==> src/rtl/seven_seg_display_arbiter.sv <==
// Round-robin owner of the shared 8-digit display, with minimum hold, blank gap and scan tick.
// Optional urgent preemption by requester 0 when SEVEN_SEG_ARB_PREEMPT_EN is defined.
module seven_seg_display_arbiter #(
  parameter int HOLD_CYCLES = 50000000,
  parameter int GAP_CYCLES  = 5000000,
  parameter int SCAN_DIV    = 100000
) (
  input  logic         clk,
  input  logic         reset,
  input  logic [3:0]   req,
  input  logic [127:0] req_data,
  output logic [3:0]   grant,
  output logic [31:0]  disp_data,
  output logic [1:0]   disp_owner,
  output logic         disp_valid,
  output logic         scan_tick
);

  localparam int HW = $clog2(HOLD_CYCLES);
  localparam int GW = $clog2(GAP_CYCLES + 1);
  localparam int SW = $clog2(SCAN_DIV);
  localparam logic [31:0] BLANK = 32'hFFFF_FFFF;

  typedef enum logic [1:0] {IDLE, SHOW, GAP} state_t;

  state_t        state_q, state_d;
  logic [HW-1:0] hold_q, hold_d;
  logic [GW-1:0] gap_q, gap_d;
  logic [SW-1:0] scan_q, scan_d;
  logic [1:0]    last_q, last_d;
  logic [1:0]    owner_q, owner_d;
  logic [3:0]    grant_q, grant_d;
  logic [31:0]   data_q, data_d;
  logic          valid_q, valid_d;
  logic          tick_q, tick_d;

  logic [31:0]   req_word [4];
  logic          arb_vld;
  logic [1:0]    arb_sel, arb_idx;
  logic          take_vld;
  logic [1:0]    take_sel;
  logic          others_pending;

  for (genvar g = 0; g < 4; g++) begin : g_word
    assign req_word[g] = req_data[32*g +: 32];
  end

  // Search starts just after the last owner, so the last owner is considered last.
  always_comb begin
    arb_vld = 1'b0;
    arb_sel = last_q;
    arb_idx = last_q;
    for (int i = 1; i <= 4; i++) begin
      arb_idx = last_q + 2'(i);
      if (!arb_vld && req[arb_idx]) begin
        arb_vld = 1'b1;
        arb_sel = arb_idx;
      end
    end
  end

  assign others_pending = |(req & ~(4'b0001 << owner_q));

  always_comb begin
    tick_d = (scan_q == SW'(SCAN_DIV - 1));
    scan_d = tick_d ? '0 : scan_q + 1'b1;
  end

`ifdef SEVEN_SEG_ARB_PREEMPT_EN
  logic req0_q;
  logic preempt;

  always_ff @(posedge clk or negedge reset) begin
    if (!reset) req0_q <= 1'b0;
    else        req0_q <= req[0];
  end

  assign preempt = (state_q == SHOW || state_q == GAP) && (owner_q != 2'd0) && req[0] && !req0_q;
`endif

  always_comb begin
    state_d  = state_q;
    hold_d   = hold_q;
    gap_d    = gap_q;
    last_d   = last_q;
    owner_d  = owner_q;
    grant_d  = 4'b0000;
    data_d   = data_q;
    valid_d  = valid_q;
    take_vld = 1'b0;
    take_sel = arb_sel;

    case (state_q)
      IDLE: begin
        data_d  = BLANK;
        valid_d = 1'b0;
        take_vld = arb_vld;
      end
      SHOW: begin
        hold_d = hold_q + 1'b1;
        if (req[owner_q]) data_d = req_word[owner_q];
        if (hold_q == HW'(HOLD_CYCLES - 1)) begin
          if (others_pending) begin
            state_d = GAP;
            valid_d = 1'b0;
            data_d  = BLANK;
            gap_d   = '0;
          end else if (req[owner_q]) begin
            hold_d = '0;
          end else begin
            state_d = IDLE;
            valid_d = 1'b0;
            data_d  = BLANK;
          end
        end
      end
      GAP: begin
        gap_d = gap_q + 1'b1;
        if (gap_q == GW'(GAP_CYCLES - 1)) begin
          if (arb_vld) take_vld = 1'b1;
          else         state_d  = IDLE;
        end
      end
      default: state_d = IDLE;
    endcase

`ifdef SEVEN_SEG_ARB_PREEMPT_EN
    if (preempt) begin
      take_vld = 1'b1;
      take_sel = 2'd0;
    end
`endif

    if (take_vld) begin
      state_d = SHOW;
      grant_d = 4'b0001 << take_sel;
      owner_d = take_sel;
      data_d  = req_word[take_sel];
      valid_d = 1'b1;
      last_d  = take_sel;
      hold_d  = '0;
    end
  end

  always_ff @(posedge clk or negedge reset) begin
    if (!reset) begin
      state_q <= IDLE;
      hold_q  <= '0;
      gap_q   <= '0;
      scan_q  <= '0;
      last_q  <= 2'd3;
      owner_q <= 2'd0;
      grant_q <= 4'b0000;
      data_q  <= BLANK;
      valid_q <= 1'b0;
      tick_q  <= 1'b0;
    end else begin
      state_q <= state_d;
      hold_q  <= hold_d;
      gap_q   <= gap_d;
      scan_q  <= scan_d;
      last_q  <= last_d;
      owner_q <= owner_d;
      grant_q <= grant_d;
      data_q  <= data_d;
      valid_q <= valid_d;
      tick_q  <= tick_d;
    end
  end

  assign grant      = grant_q;
  assign disp_data  = data_q;
  assign disp_owner = owner_q;
  assign disp_valid = valid_q;
  assign scan_tick  = tick_q;

endmodule

==> config.mk <==
export PLATFORM = sky130hd
export DESIGN_NAME = seven_seg_display_arbiter
export DESIGN_NICKNAME = d
export VERILOG_FILES = /design/src/rtl/seven_seg_display_arbiter.sv
export SDC_FILE = /design/constraint.sdc
export NUM_CORES = 1
export LEC_CHECK = 0
export BUFFER_PORTS_ARGS = -buffer_cell sky130_fd_sc_hd__buf_4
export CAP_MARGIN = 20
export CORE_MARGIN = 8
export CORE_UTILIZATION = 50
export CTS_BUF_LIST = sky130_fd_sc_hd__clkbuf_4 sky130_fd_sc_hd__clkbuf_8
export DETAILED_ROUTE_END_ITERATION = 12
export HOLD_SLACK_MARGIN = 0.02
export PLACE_DENSITY_LB_ADDON = 0.05
export RECOVER_POWER = 25
export SLEW_MARGIN = 30
export SYNTH_ARGS = -nofsm -noshare
export SYNTH_HDL_FRONTEND = slang
export SYNTH_SLANG_ARGS = --single-unit
export TNS_END_PERCENT = 5
==> constraint.sdc <==
create_clock -name clk -period 5.27 [get_ports clk]
set_input_delay 1.054 -clock clk [delete_from_list [all_inputs] [get_ports clk]]
set_output_delay 1.054 -clock clk [all_outputs]
set_load 0.005 [all_outputs]
==> results of run 1 <==
## cells by family (layout without fill, tap and decap cells)
group / after synthesis / after routing / synth area share (%)
xor+xnor: 35 / 35 / 4.099
flops: 110 / 110 / 37.38
buf+inv: 95 / 240 / 5.504
compound gates: 233 / 233 / 23.93
fa+ha+maj: 6 / 6 / 1.004
mux: 37 / 37 / 10.47
simple gates: 237 / 237 / 17.62
## power by group through the flow
stage                     registers [mW]  logic [mW]  clock network (mW)
after floorplan                     1.23        1.34                   0
after global placement              1.26        1.91                   0
after CTS                           1.26        1.97               0.601
after global routing                1.28        2.12               0.629
final                               1.26        1.96               0.579
after detailed placement            1.27        1.97                   0
## layout make-up
type | count | area [sq um]
Clock buffer | 11 | 145.1
Clock inverter | 5 | 82.58
Fill cell | 1223 | 5493
Inverter | 41 | 153.9
Multi-Input combinational cell | 548 | 4310
Sequential cell | 110 | 2796
Tap cell | 184 | 230.2
Timing Repair Buffer | 183 | 1378
## layer usage
| layer | vias to the layer above | share of wire [%] | routed length, um |
|---|---|---|---|
| li1 | 3185 | - | - |
| met2 | 234 | 50 | 11180 |
| met3 | 40 | 5.0 | 1111 |
| met1 | 3426 | 42 | 9389 |
| met4 | 0 | 2.4 | 535 |
| met5 | - | 0 | 0 |
## cell usage in the layout (no fill, tap or decap), types with 3 or more instances in the layout
cell type,Yosys,layout
xor2_1,15,15
clkbuf_8,0,10
a31oi_1,5,5
nor4_4,2,3
o221a_1,30,30
nand3_1,26,26
xnor2_1,20,20
nand2_1,46,46
nand2b_1,6,6
o31ai_1,5,5
o21a_1,7,7
mux4_2,33,33
o41ai_1,3,3
buf_4,3,182
or3_1,6,6
inv_1,41,41
and3_1,11,11
o21ai_0,63,63
a21oi_1,15,15
ha_1,6,6
dfrtp_1,76,75
nand4_1,18,18
o21ai_1,9,8
o2111ai_1,31,31
o31ai_2,5,5
a22oi_1,32,32
dfstp_2,34,34
nor2_1,58,57
a21o_1,4,3
nor4b_1,7,7
nor4_1,8,8
nor2b_1,7,7
nor3_1,11,11
and2_1,6,6
mux2i_1,4,4
and4_1,4,4
## state kept, by name, summed over array words and instances (netlist names)
register and cells:
last_q 2, gap_q 23, disp_owner 2, scan_tick 1, state_q 2, disp_valid 1
scan_q 17, hold_q 26, disp_data 32, grant 4
## metrics by stage
stage	worst slack (ns)	hold WS (ns)	cell area, sq um	cells	power [mW]
after floorplan	2.663	0.4446	7478	753	2.572
after global placement	1.770	0.4616	8841	1066	3.179
after detailed placement	1.695	0.4723	8847	1066	3.234
after CTS	2.104	0.4913	9075	1082	3.824
after global routing	2.196	0.4972	9096	1082	4.035
final	2.371	0.4912	9096	1082	3.804
## worst max path at each step
stage	startpoint	slack (ns)	to
after floorplan	req[3]	2.66	hold_q[9]$_DFFE_PN0P_
after global placement	req[2]	1.77	hold_q[13]$_DFFE_PN0P_
after detailed placement	req[0]	1.70	disp_data[0]$_DFFE_PN1P_
after CTS	state_q[1]$_DFFE_PN0P_	2.10	disp_data[0]$_DFFE_PN1P_
after global routing	state_q[0]$_DFFE_PN0P_	2.20	hold_q[13]$_DFFE_PN0P_
final	req[3]	2.37	hold_q[9]$_DFFE_PN0P_
==> flow_summary.toml, run 1 <==
[status]
result_of_the_run = "completed"

[synthesis]
synth.cell_area_sq_um = 7478
syn_inst = 753
avgSynthCellArea_sq_um = 9.932
yosysMostFrequentCell = "dfrtp_1"
synth_seq_cells = 110
synth_top_cell_area_share_pct = 25.43
synth_commonest_cells = "dfrtp_1 (76), o21ai_0 (63), nor2_1 (58), nand2_1 (46), inv_1 (41)"
synth.net_count = 893
async_flop_share_pct = 100.0
yosys_warnings = 0
synth_sequential_area_ratio_pct = 37.38
number_of_enable_type_register_cells_in_the_synthesized_netlist = 0
synth_ff_type = "dfrtp_1"
synth_top_cells_by_area = "dfrtp_1 (25%), dfstp_2 (12%), mux4_2 (9.9%), o221a_1 (4.5%), o21ai_0 (4.2%)"
synth_cell_types = 75
synthDominantAreaCellType = "dfrtp_1"

[power_and_ir_drop]
power-per-cell-area_nw_per_um2 = 418.2
power_switching_share_pct = 38.34
power_frac_seq_pct = 33.2
p_sw_mw = 1.459
worst_ir_drop_on_vdd_v = 0.0004484
leakage_nw = 3.732
power.clock.fraction_pct = 15.2
intPower_mw = 2.345
pwr-share-comb_pct = 51.6

[die]
y_dimension_of_the_die_um = 138.3
die_width_um = 138.3
top_level_ports = 174
core.rowCount = 44
core_footprint_sq_um = 14590
floorplan.die_area_sq_um = 19130
start_util_pct = 51.26

[hold_path]
hold-path-endpoint = "gap_q[5]$_DFFE_PN0P_"
startpoint_of_the_tightest_hold_check_path = "gap_q[5]$_DFFE_PN0P_"
worst_hold_depth = 1
hp-class = "reg -> reg"

[grt]
grt_use_met2_pct = 38.47
grt_use_met3_pct = 5.034
global_route.peak_usage_layer = "met2"
grt_start_max_net_pins = 70
initial_antenna_violation_count = 0
grt_pass1_vias = 7195
gr-usage-all-layers_pct = 22.59
global_route.usage.met1_pct = 27.99
grt_first_pass_wirelength_um = 36430
grt_overflow = 0

[setup_path]
worst_r2r_startpoint = "state_q[0]$_DFFE_PN0P_"
worst-r2r-cell-count = 8
critical_path.cell_chain = "buf_4 > nor4_2 > nor2_1 > a211oi_4 > nand4b_1 > xor2_1 > nor2_1"
crit_path_max_fanout = 18
critical_path.startpoint_type = "input pin"
crit_slowest_cell = "a211oi_4"
critical_path.reg2reg.endpoint = "hold_q[13]$_DFFE_PN0P_"
regToRegSetupSlack_ns = 2.39
critical_path.n_buffers_inverters = 1
worst_path_most_repeated_cell = "nor2_1"
cp_data_required_time_ns = 5.54
critPathArrivalTime_ns = 3.17
crit_path_max_incr_delay_ns = 0.76
crit_cells = 7
worstSetupEndpointType = "flop"
critical_path_s_top_delay_family = "simple AND/OR/NAND/NOR gates"
critical_path_class = "in -> reg"

[sta]
fin_crit_sh_pct = 55.01
report.final.slew_viol_count = 0
setup_viol_count_final = 0
rsz0062_at_grt = "no"
tns_ns = 0
finalHoldViolCount = 0
largest_clock_skew_in_the_final_design_ns = 0.008808
maxClockFrequency_mhz = 344.9
timing_worst_slew_pin_value_ns = 0.9063
fin_crit_ns = 2.899
max_slew_margin_pct = 39.39

[cts]
numCtsBuffers = 9
cts.repair.resized = 0
ctsLongestPathBuffers = 2
post-cts-setup-buffer-count = 0
tritoncts = "done"
clock_tree.root_cell = "clkbuf_8"
cts.clk_slew.worst_paths_ns = 0.10
htree_num_levels = 3
numClockSinks = 110
post_cts_hold_buffer_count = 0
latest_clock_arrival_within_the_worst_skew_pair_ns = 0.38

[detailed_routing]
first_iter_violations = 494
dr.pass1.iters = 5
ant_nets = 0
dr_total_vias = 6885
remaining_drc_errors = 0
viasPerCell = 6.363
postRouteWirelength_um = 22220
avgRoutedWirePerCell_um = 20.53

[finish]
final_net_count = 1033
antenna_cells = 0
final_core_util_pct = 62.35
layout_cell_share_with_drive_strength_beyond_1_pct = 33.30
layout-area-overhead-vs-synth_pct = 21.63

[placed_design]
place.detailed.hpwl_um = 15850
gp_routability_congestion = 0.7982
io_buffers = 173

[flow_run]
max_cap_violations = 0
(Power assumes the default switching activity.)
==> run 2, diff against run 1 <==
==> constraint.sdc (replaced) <==
create_clock -name clk -period 2.95 [get_ports clk]
set_input_delay 0.59 -clock clk [delete_from_list [all_inputs] [get_ports clk]]
set_output_delay 0.59 -clock clk [all_outputs]
set_load 0.005 [all_outputs]
==> flow_summary.toml, run 2 (synthesis results as in run 1) <==
[cts]
numClockSinks = 110
clock_tree.root_cell = "clkbuf_8"
cts.clk_slew.worst_paths_ns = 0.10
cts.repair.resized = 0
latest_clock_arrival_within_the_worst_skew_pair_ns = 0.38
numCtsBuffers = 9
post-cts-setup-buffer-count = 0
post_cts_hold_buffer_count = 0
ctsLongestPathBuffers = 2
htree_num_levels = 3
tritoncts = "done"

[finish]
final_core_util_pct = 62.61
largest_register_ffs = 32
multiInputGateArea_sq_um = 4287
final_net_count = 1046
layout_cell_share_with_drive_strength_beyond_1_pct = 34.03
commonest_cells_after_routing_fill_and_taps_aside = "buf_4 (192), dfrtp_1 (75), o21ai_0 (63), nor2_1 (57), nand2_1 (46)"
most_common_cell_after_layout_fill_and_taps_aside = "buf_4"
fillCellCount = 1240
layout.area.seq_sq_um = 2796
layout-area-overhead-vs-synth_pct = 22.13
antenna_cells = 0

[detailed_routing]
viasPerCell = 6.287
first_iter_violations = 350
avgRoutedWirePerCell_um = 20.26
dr_total_vias = 6884
postRouteWirelength_um = 22190
ant_nets = 0
dr.pass1.iters = 5
remaining_drc_errors = 0

[setup_path]
worst-r2r-cell-count = 7
regToRegSetupSlack_ns = 0.36
critical_path.startpoint_type = "flop"
crit_cells = 7
critical_path_class = "reg -> reg"
critical_path.cell_chain = "nor4_1 > nand2_1 > nor3_4 > a31oi_2 > nand4_2 > buf_4 > o221a_1"
crit_path_end = "disp_data[12]$_DFFE_PN1P_"
timing.critical_path.from = "hold_q[8]$_DFFE_PN0P_"
worst_r2r_startpoint = "hold_q[8]$_DFFE_PN0P_"
worstSetupEndpointType = "flop"
critical_path_s_top_delay_family = "simple AND/OR/NAND/NOR gates"
critical_path.reg2reg.endpoint = "disp_data[12]$_DFFE_PN1P_"
crit_path_max_fanout = 32
crit_path_max_incr_delay_ns = 0.56
crit_slowest_cell = "nor4_1"
critical_path.n_buffers_inverters = 1
critPathArrivalTime_ns = 2.92
cp_data_required_time_ns = 3.28

[power_and_ir_drop]
leakage_nw = 3.777
worst_ir_drop_on_vdd_v = 0.0006578
power-per-cell-area_nw_per_um2 = 738.5

[sta]
finalHoldViolCount = 0
fin_crit_sh_pct = 87.87
largest_clock_skew_in_the_final_design_ns = 0.01056
post-route-worst-setup-slack_ns = 0.3578
setup_viol_count_final = 0
maxClockFrequency_mhz = 385.8
max_slew_margin_pct = 22.69
report.final.slew_viol_count = 0
timing_worst_slew_pin_value_ns = 1.160
fin_crit_ns = 2.592
rsz0062_at_grt = "no"
tns_ns = 0

[grt]
grt_pass1_vias = 7128
grt_start_max_net_pins = 49
grt_overflow = 0
grt_first_pass_wirelength_um = 36340
initial_antenna_violation_count = 0
gr-usage-all-layers_pct = 22.56

[placed_design]
setup_slack_placement_ns = 0.3284
gp_routability_congestion = 0.8471
io_buffers = 173
place.detailed.hpwl_um = 16340

[die]
core_footprint_sq_um = 14590
top_level_ports = 174
start_util_pct = 51.26
y_dimension_of_the_die_um = 138.3
die_width_um = 138.3
core.rowCount = 44
floorplan.die_area_sq_um = 19130

[status]
result_of_the_run = "completed"

[flow_run]
max_cap_violations = 0

[hold_path]
hp-class = "in -> async"
run 2: cell type report:
class                      instances  share of cell area, %
sequential                       110                  30.62
clock buffer                      10                  1.438
clock inverter                     6                 0.6712
tap                              184                  2.521
timing repair buffer             196                  16.14
inverter                          41                  1.685
multi-input combinational        548                  46.93
run 2: per-stage QoR:
| step | cell area (sq um) | power, mW | instances | hold WS, ns |
|---|---|---|---|---|
| 2_1_floorplan | 7478 | 4.594 | 753 | 0.2944 |
| 3_3_place_gp | 8951 | 5.770 | 1079 | 0.4675 |
| 3_5_place_dp | 8951 | 5.873 | 1079 | 0.4644 |
| 4_1_cts | 9144 | 6.803 | 1095 | 0.1986 |
| 5_1_grt | 9134 | 7.184 | 1095 | 0.4989 |
| 6_report | 9134 | 6.746 | 1095 | 0.4184 |
run 2: how the worst min path moves through the flow:
| stage | slack [ns] | endpoint | cells after the start |
|---|---|---|---|
| floorplan | 0.29 | disp_owner[0]$_DFFE_PN0N_ | 0 |
| global placement | 0.47 | gap_q[5]$_DFFE_PN0P_ | 1 |
| detailed placement | 0.46 | gap_q[5]$_DFFE_PN0P_ | 1 |
| CTS | 0.20 | scan_q[3]$_DFF_PN0_ | 1 |
| global route | 0.50 | scan_q[3]$_DFF_PN0_ | 1 |
| finish | 0.42 | scan_q[3]$_DFF_PN0_ | 1 |
run 2: where the power goes:
group | leakage, nW | internal [mW] | switching, mW
combinational | 2.29 | 1.74 | 1.81
clock | 0.0999 | 0.401 | 0.515
sequential | 1.39 | 2.00 | 0.272
total | 3.78 | 4.15 | 2.60
run 2: worst reg2reg max path: stages (launching register included):
cell and delay [ns]:
dfrtp_1 0.46, nor4_1 0.56, nand2_1 0.24, nor3_4 0.31, a31oi_2 0.18, nand4_2 0.13, buf_4 0.36, o221a_1 0.30
run 2: per-layer routing:
layer  track usage, %  vias up  share of wire (%)
li1                 -     3211                  -
met1            27.58     3417                 42
met2            39.13      226                 51
met5                0        -                  0
met4            5.378        0                1.6
met3            5.411       30                5.3
